<file path="config.mk">
export PLATFORM = sky130hd
export DESIGN_NAME = tff_counter_ctrl
export DESIGN_NICKNAME = d
export VERILOG_FILES = /design/src/rtl/tff_counter_ctrl_pkg.sv /design/src/rtl/tff_counter_ctrl_cell.sv /design/src/rtl/tff_counter_ctrl.sv
export SDC_FILE = /design/constraint.sdc
export NUM_CORES = 1
export LEC_CHECK = 0
export CORE_MARGIN = 5
export CORE_UTILIZATION = 40
export DETAILED_ROUTE_END_ITERATION = 6
export GPL_TIMING_DRIVEN = 0
export SLEW_MARGIN = 20
export SYNTH_ARGS = -nofsm -noshare
export SYNTH_HDL_FRONTEND = slang
export SYNTH_SLANG_ARGS = --single-unit
</file>
<file path="constraint.sdc">
create_clock -name clk -period 2.4 [get_ports clk]
set_clock_uncertainty 0.15 [all_clocks]
set_input_delay 0.36 -clock clk [delete_from_list [all_inputs] [get_ports clk]]
set_output_delay 0.36 -clock clk [all_outputs]
set_load 0.01 [all_outputs]
</file>
<file path="src/rtl/tff_counter_ctrl_pkg.sv">
// tff_counter_ctrl_pkg: shared state encoding and default width for the toggle-bank counter
package tff_counter_ctrl_pkg;
  localparam int DEF_WIDTH = 8;
  typedef enum logic [1:0] {
    ST_IDLE = 2'd0,
    ST_LOAD = 2'd1,
    ST_RUN  = 2'd2,
    ST_DONE = 2'd3
  } state_t;
endpackage

</file>
<file path="src/rtl/tff_counter_ctrl_cell.sv">
// tff_cell: single toggle flip-flop with synchronous active-high reset
module tff_cell (
  input  logic clk,
  input  logic rst,
  input  logic t,
  output logic q
);
  always_ff @(posedge clk) q <= rst ? 1'b0 : q ^ t;
endmodule

</file>
<file path="src/rtl/tff_counter_ctrl.sv">
// tff_counter_ctrl: sequences a bank of toggle cells as a programmable up/down modulo counter
module tff_counter_ctrl
  import tff_counter_ctrl_pkg::*;
#(
  parameter int WIDTH = DEF_WIDTH
) (
  input  logic             clk,
  input  logic             rst,
  input  logic             start,
  input  logic [WIDTH-1:0] mod_val,
  input  logic             up_dn,
  input  logic             pause,
  input  logic             abort,
  output logic             busy,
  output logic             done,
  output logic [WIDTH-1:0] count
);
  state_t           r_state, w_next;
  logic [WIDTH-1:0] r_mod;
  logic             r_dir;
  logic [WIDTH-1:0] w_t, w_step, w_init, w_term;
  logic             w_at_term;
  assign w_init    = r_dir ? '0 : r_mod;
  assign w_term    = r_dir ? r_mod : '0;
  assign w_at_term = count == w_term;
  assign busy      = r_state != ST_IDLE;
  assign done      = r_state == ST_DONE;
  // A bit toggles on a step once every lower bit is at its carry/borrow value
  assign w_step[0] = 1'b1;
  genvar i;
  for (i = 1; i < WIDTH; i++) begin : g_step
    assign w_step[i] = r_dir ? &count[i-1:0] : ~|count[i-1:0];
  end
  for (i = 0; i < WIDTH; i++) begin : g_cell
    tff_cell u_cell (.clk(clk), .rst(rst), .t(w_t[i]), .q(count[i]));
  end
  always_comb begin
    w_next = r_state;
    w_t    = '0;
    case (r_state)
      ST_IDLE: w_next = start ? ST_LOAD : ST_IDLE;
      ST_LOAD: begin
        w_next = abort ? ST_IDLE : ST_RUN;
        w_t    = abort ? '0 : count ^ w_init;
      end
      ST_RUN: begin
        w_next = abort ? ST_IDLE : w_at_term ? ST_DONE : ST_RUN;
        w_t    = (abort || w_at_term || pause) ? '0 : w_step;
      end
      default: w_next = ST_IDLE;
    endcase
  end
  always_ff @(posedge clk) begin
    r_state <= rst ? ST_IDLE : w_next;
    if (rst) begin
      r_mod <= '0;
      r_dir <= 1'b0;
    end else if (r_state == ST_IDLE && start) begin
      r_mod <= mod_val;
      r_dir <= up_dn;
    end
  end
endmodule
</file>
==> flow_summary.yaml, run 1 <==
placed_design:
  io_buffers: 22
  dp_hpwl_um: 2900
  placed_area_um2: 1790
  gp_congestion: 0.881
  dpl.cell_count: 259
  place_ws_ns: -0.319
sta:
  finalHoldViolCount: 0
  slew_headroom: 0.600
  fin_crit_sh: 0.950
  finalCriticalPeriod_ns: 2.28
  setup_viol: 0
  tightestPinTransition_ns: 0.598
  slew_viol_final: 0
  setup_slack_ns: 0.120
  rsz0062_at_grt: "no"
  fmax_mhz: 439
clock_tree:
  cts_inserted_buffers: 3
  clock-sinks: 19
  cts_buffer_depth: 2
  insertion_delay_ns: 0.26
  htree_levels: 1
  cts.clk_slew.worst_paths_ns: 0.07
  cts-root-buf: "clkbuf_8"
  holdBufCountCts: 0
  cts_tree: "done"
die:
  core.rowCount: 22
  dieArea_um2: 5100
  core_um2: 3660
  start_util: 0.413
  die_x_um: 71.4
  die_h_um: 71.4
  io_pins: 24
cells_and_area:
  antenna_cells: 0
  final_cells: 264
  stdcell_area_um2: 1880
  fillers: 345
  areaGrowthSynthToFinish_pct: 24.4
  layout-drive-gt1-share: 0.162
  nets: 235
setup_path:
  arrival_ns: 2.33
  critPathCaptureType: "register"
  worstPathMaxFanout: 8
  reg2reg_depth: 6
  crit_required_ns: 2.45
  cp-start-kind: "register"
  crit_type: "reg2reg"
global_route:
  grt_pass1_vias: 1426
  grt_usage: 0.161
  grt_pass1_wl_um: 6600
  grt-ovfl-total: 0
  grt_max_degree: 11
  antenna_found_initial: 0
routing:
  vias: 1436
  ant_nets: 0
  drc_errors: 0
  first_iter_violations: 88
  routed_via_density: 5.44
  routedWlPerCell_um: 14.8
  finalWirelength_um: 3900
  drtPass1Iterations: 5
synth:
  ys_seq_area_frac: 0.252
  syn_area_um2: 1510
  ys_ff_latch: 19
  syn_avg_cell_area_um2: 7.99
  synth_ff_type: "dfxtp_1"
  synth_nets: 207
  postSynth.asyncResetShare: 0
  synth_warnings: 0
  ys_types: 48
  synth-edff-count: 0
  synthCells: 189
outcome:
  outcome: "completed"
pwr:
  cellPowerDensity_nw_per_um2: 470
  ir_drop_mv: 0.297
  leakage_nw: 0.644
min_path:
  hold_class: "reg2reg"
  hold_depth: 2
flow_run:
  drv_cap: 0
logic make-up (layout without fill, tap and decap cells):
logic type / count (synthesis) / count (layout) / synth area share
XOR/XNOR: 6 / 6 / 0.0348
AND/OR/NAND/NOR: 69 / 69 / 0.239
AO/OA/AOI/OAI: 53 / 53 / 0.281
buffers and inverters: 33 / 60 / 0.116
multiplexers: 5 / 5 / 0.0447
adder cells (fa/ha/maj): 4 / 4 / 0.0331
flip-flops: 19 / 19 / 0.252
state kept, by name (all words and copies together), names as in the netlist:
name / flops
r_mod: 8
r_dir: 1
r_state: 2
g_cell.u_cell.q: 8
synth_stat cells, types with 3 or more instances:
cell        n  share of area
inv_1      10          0.025
nand4_1     6          0.025
o21ai_0     8          0.027
clkbuf_1    5          0.012
ha_1        4          0.033
nor2_1     11          0.027
o211ai_1    3          0.015
a21oi_1    15          0.050
mux2_1      4          0.030
a2bb2oi_1   6          0.035
dfxtp_1    19           0.25
and2_1      3          0.012
nand4b_1    4          0.023
nand2_1    28          0.070
xnor2_1     6          0.035
nor3b_1     3          0.015
nor2b_1     3          0.012
buf_4      10          0.050
buf_2       5          0.017
repair_timing:
action / 4_1_cts / 5_1_grt
setup buffers: 1 / 1
resized for setup: 1 / 7
endpoints found under the setup margin: 2 / 4
pin swaps: 0 / 1
endpoints found under the hold margin: 0 / 0
gates cloned: 0 / 0
worst paths after layout:
kind	startpoint	endpoint	slack, ns
setup / recovery	r_state[0]	g_cell[7].u_cell.q	0.12
hold / removal	r_mod[2]	r_mod[2]	0.37
hold reg to reg	r_mod[2]	r_mod[2]	0.37
setup reg to reg	r_state[0]	g_cell[7].u_cell.q	0.12
cell type report:
| class | count | area [um^2] | area share |
|---|---|---|---|
| multi-input cells | 137 | 981 | 0.522 |
| flip-flops and latches | 19 | 380 | 0.203 |
| repair buffers | 24 | 235 | 0.125 |
| plain buffers | 21 | 133 | 0.0706 |
| well taps | 48 | 60.1 | 0.0320 |
| clock buffers | 4 | 45.0 | 0.0240 |
| inverters | 11 | 43.8 | 0.0233 |
stage by stage:
stage	power (W)	hold slack, ns	utilization	setup TNS [ns]
after floorplan	0.000557	0.288	-	0
after global placement	0.000635	0.342	0.489	-1.04
after detailed placement	0.000639	0.362	0.489	-1.22
after CTS	0.000877	0.372	0.506	0
after global routing	0.000932	0.400	0.513	0
final	0.000883	0.370	0.513	0
metal layers:
metal,track usage,part of all wire,vias to the layer above
met5,0,0,-
met4,0.0689,0.012,0
met3,0.0323,0.066,4
met2,0.264,0.48,53
met1,0.204,0.44,651
li1,-,-,728
power breakdown:
part	switching [W]	internal, W
registers	0.0000235	0.000333
logic	0.000165	0.000128
clock network	0.000115	0.000118
layout by cell type (no fill, tap or decap), types with 2 or more instances in the layout:
cell              n
clkdlybuf4s50_1  22
nand4_1           6
ha_1              4
o21ai_0           8
nor2b_1           3
a31oi_1           2
nor3b_1           3
buf_2             4
inv_1            10
nand4b_1          4
a211oi_1          2
clkbuf_1          5
xnor2_1           6
mux2_1            4
or3_1             2
o211ai_1          3
a211o_1           2
buf_4            13
a2bb2oi_1         6
and2_1            3
a21oi_1          15
nor2_1           11
dfxtp_1          19
a22oi_4           2
a221oi_1          2
nand3_1           2
nand2_1          28
clkbuf_8          3
a2111oi_4         2
worst max-delay path: stages, from the launching register on:
cell and delay (ns):
dfxtp_1 0.33, inv_1 0.09, ha_1 0.19, or3b_2 0.62, a2111oi_4 0.42, mux2_1 0.35, nor2_1 0.08
(Power assumes the default switching activity.)
==> run 2, diff against run 1 <==
ABC_AREA = 0   (was not set)
==> results of run 2 <==
Final layout, timing and power as in run 1 (identical DEF).
==> run 3, diff against run 2 <==
CAP_MARGIN = 20   (was not set)
==> results of run 3 <==
Final layout, timing and power as in run 1 (identical DEF).
==> variant 1 (flow settings as in run 3) <==
Change the package constant `DEF_WIDTH` from 8 to 9.
--- a/src/rtl/tff_counter_ctrl_pkg.sv
+++ b/src/rtl/tff_counter_ctrl_pkg.sv
@@ -1,6 +1,6 @@
 // tff_counter_ctrl_pkg: shared state encoding and default width for the toggle-bank counter
 package tff_counter_ctrl_pkg;
-  localparam int DEF_WIDTH = 8;
+  localparam int DEF_WIDTH = 9;
   typedef enum logic [1:0] {
     ST_IDLE = 2'd0,
     ST_LOAD = 2'd1,
Ports: changed (resized count and mod_val); port bits go from 24 to 26. No check against the original RTL was run, so the function may have changed too.
==> variant 1 against run 3 <==
  * First-iteration DRC count shrank 52%
  * Clock power grew 2%
  * Sequential cell count grew 2
  * Maximum frequency grew 2.8%
  * Area after synthesis grew 0.33%
  * Wire length shrank 8.9%
  * Critical path depth grew 1
  * Final area grew 0.93%
  * Die area grew 0.28%
  * Setup slack gained 0.061 ns
  * Total power shrank 13%
  * Combinational power shrank 48%
==> variant 1: results (changes against run 3) <==
Largest net degree at the start of global routing = 12 (+1)
Global-route wire length before repair = 6147 um (-6.8%)
Tot GR Track Use = 14.58% (-1.5 points)
Global Route met1 Usage = 19.25% (-1.1 points)
Fin Hold WS = 0.3574 ns (-0.01301 ns)
Met3 Wirelength = 163 um (-37%)
Critical path arrival = 2.21 ns (-0.12 ns)
Pre-antenna DRT Iters = 4 (-1)
Fin nets = 239 (+1.7%)
Max VDD drop = 0.0002093 V (-30%)
Hold path start = r_mod[0]$_SDFFE_PP0P_
Reg-to-reg critical path startpoint = g_cell[0].u_cell.q$_SDFF_PP0_
Part of the Yosys area used for sequential elements = 27.75% (+2.6 points)
Mapped Avg Cell Area = 8.103 um^2 (+1.4%)
Reg2Reg Setup Slack = 0.18 ns (+0.06 ns)
Xor/xnor share of the synthesized area = 4.624% (+1.1 points)
Largest cells by area after synthesis = dfxtp_1 (28%), nand2_1 (6.4%), buf_4 (5.5%)
RD Place Congestion = 0.8476 (-3.8%)
Leak = 0.6949 nW (+7.8%)
Largest regs = g_cell.u_cell.q x9, r_mod x9, r_state x2
Post-Route WL = 3555 um (-8.9%)
Reg2Reg Depth = 7 (+1)
GR Util met2 = 24.69% (-1.7 points)
Slew @ Worst Pin = 0.5781 ns (-0.02024 ns)
Post-synthesis cell type count = 55 (+15%)
Cell Area, Placed = 0.001826 mm^2 (+2.0%)
Hpwl dp = 2738 um (-5.5%)
Drt via density = 5.326 (-2.1%)
Status = finished clean
variant 1: power by group:
part           total, W  internal [W]  switching [W]  leakage (nW)
combinational  0.000152     0.0000781      0.0000741         0.501
sequential     0.000378      0.000362      0.0000165         0.171
clock          0.000238      0.000119       0.000119        0.0228
total          0.000768      0.000558       0.000210         0.695
variant 1: what timing repair did:
action / CTS / global route
gates resized for setup: 0 / 1
endpoints found under the setup margin: 0 / 3
setup buffers: 0 / 3
variant 1: layout make-up:
type	instances	area, um^2	share of cell area, %
Buffer	25	178.9	9.439
Clock buffer	4	45.04	2.376
Multi-Input combinational cell	136	899.6	47.46
Tap cell	48	60.06	3.168
Timing Repair Buffer	28	272.8	14.39
Sequential cell	21	420.4	22.18
Inverter	5	18.77	0.9901
variant 1: worst max-delay path, stage by stage (launching register included):
cell	delay [ns]
dfxtp_1	0.32
buf_6	0.14
or4_4	0.54
or4_4	0.44
nor3_2	0.10
o21bai_2	0.15
a311o_2	0.20
o31ai_2	0.05
==> variant 2 (flow settings as in run 3) <==
Without the edit above. The 4 states of `state_t` get a one-hot encoding in 4 bits.
--- a/src/rtl/tff_counter_ctrl_pkg.sv
+++ b/src/rtl/tff_counter_ctrl_pkg.sv
@@ -1,11 +1,11 @@
 // tff_counter_ctrl_pkg: shared state encoding and default width for the toggle-bank counter
 package tff_counter_ctrl_pkg;
   localparam int DEF_WIDTH = 8;
-  typedef enum logic [1:0] {
-    ST_IDLE = 2'd0,
-    ST_LOAD = 2'd1,
-    ST_RUN  = 2'd2,
-    ST_DONE = 2'd3
+  typedef enum logic [3:0] {
+    ST_IDLE = 4'b0001,
+    ST_LOAD = 4'b0010,
+    ST_RUN  = 4'b0100,
+    ST_DONE = 4'b1000
   } state_t;
 endpackage
 
Function: same outputs for any inputs over 10 cycles, from zero or initial values and one cycle with rst high; not proved beyond that.
==> variant 2 against run 3 <==
  * The run now ends with negative setup slack left
  * Sequential share of layout area is 5.0 points higher
  * Area after synthesis fell by 12%
  * Wire length shrank 20%
  * Maximum frequency is 8.3% lower
  * Setup slack worse by 0.21 ns
  * Final area fell by 11%
  * First-iteration DRC count is 20% lower
  * Sequential cell count increased by 2
Power is not compared: it rests on default switching activity, and its combinational part moved more than twofold at a synthesized area within 25%.
==> variant 2: results (changes against run 3) <==
Post-synthesis cell type count = 42 (-13%)
Pre-antenna DRT Iters = 4 (-1)
Critical path arrival = 2.58 ns (+0.25 ns)
Launch point of the critical path = g_cell[0].u_cell.q$_SDFF_PP0_
Cell Area, Placed = 0.001613 mm^2 (-9.9%)
Clock root buffer = clkbuf_4
Hold-critical path endpoint = g_cell[5].u_cell.q$_SDFF_PP0_
Wire per inst = 13.28 um (-10%)
Failing checks = negative setup slack
Part of the Yosys area used for sequential elements = 31.49% (+6.3 points)
Final core utilization = 50.74% (-0.56 points)
Fin nets = 205 (-13%)
Final setup fails = 1 (+1)
Setup WS post-layout = -0.08755 ns (-0.2075 ns)
Worst Path Max Fanout = 10 (+2)
Global-route wire length before repair = 5195 um (-21%)
Pre-CTS WS = -0.2127 ns (+0.1066 ns)
Initial drt markers = 70 (-20%)
Hold path start = rst
Sum Neg Setup Slack = -0.08755 ns (-0.08755 ns)
Largest regs = g_cell.u_cell.q x8, r_mod x8, r_state x4
Top-count cell post-synth = nor2_1
Hpwl dp = 2355 um (-19%)
Hold Crit Class = in2reg
Status = complete, but fails checks
variant 2: worst max-delay path: stages, from the launching register on:
cell and delay, ns:
dfxtp_2 0.35, buf_6 0.13, or4_4 0.51, or4_4 0.43, mux2_4 0.29, or3_4 0.34
a221oi_2 0.22
variant 2: what timing repair did:
action / in CTS / in global routing
pin swaps: 1 / 2
endpoints found under the setup margin: 8 / 7
gates resized for setup: 5 / 3
variant 2: kinds of logic (layout without fill, tap and decap cells):
kind of cell              count (synthesis)  count (layout)  synth area share [%]
and+or+nand+nor                          71              71                 28.59
DFF                                      21              21                 31.49
AOI/OAI and AO/OA                        32              32                 16.40
muxes                                    14              14                 10.97
buffers and inverters                    20              46                 8.622
xor gates and xnor gates                  6               6                 3.936
variant 2: power by group through the flow:
stage | combinational (W) | clock [W] | sequential (W)
5_1_grt | 0.000152 | 0.000205 | 0.000387
4_1_cts | 0.000135 | 0.000192 | 0.000383
3_5_place_dp | 0.000135 | 0 | 0.000391
6_report | 0.000138 | 0.000184 | 0.000384
2_1_floorplan | 0.0000919 | 0 | 0.000385
3_3_place_gp | 0.000133 | 0 | 0.000391
variant 2: cell type report:
type | count | share of cell area, %
multi-input cells | 123 | 49.32
clock buffers | 3 | 1.351
well taps | 46 | 3.453
inverters | 3 | 0.6757
flip-flops and latches | 21 | 25.30
clock inverters | 1 | 0.4505
plain buffers | 17 | 6.306
repair buffers | 22 | 13.14
variant 2: layer usage:
layer	share of wire [%]	GRT usage, %	routed length (um)	vias to the layer above
met4	0.70	2.978	22	0
met2	45	23.82	1411	30
li1	-	-	-	645
met5	0	0	0	-
met1	49	20.12	1539	610
met3	5.2	3.993	162	4
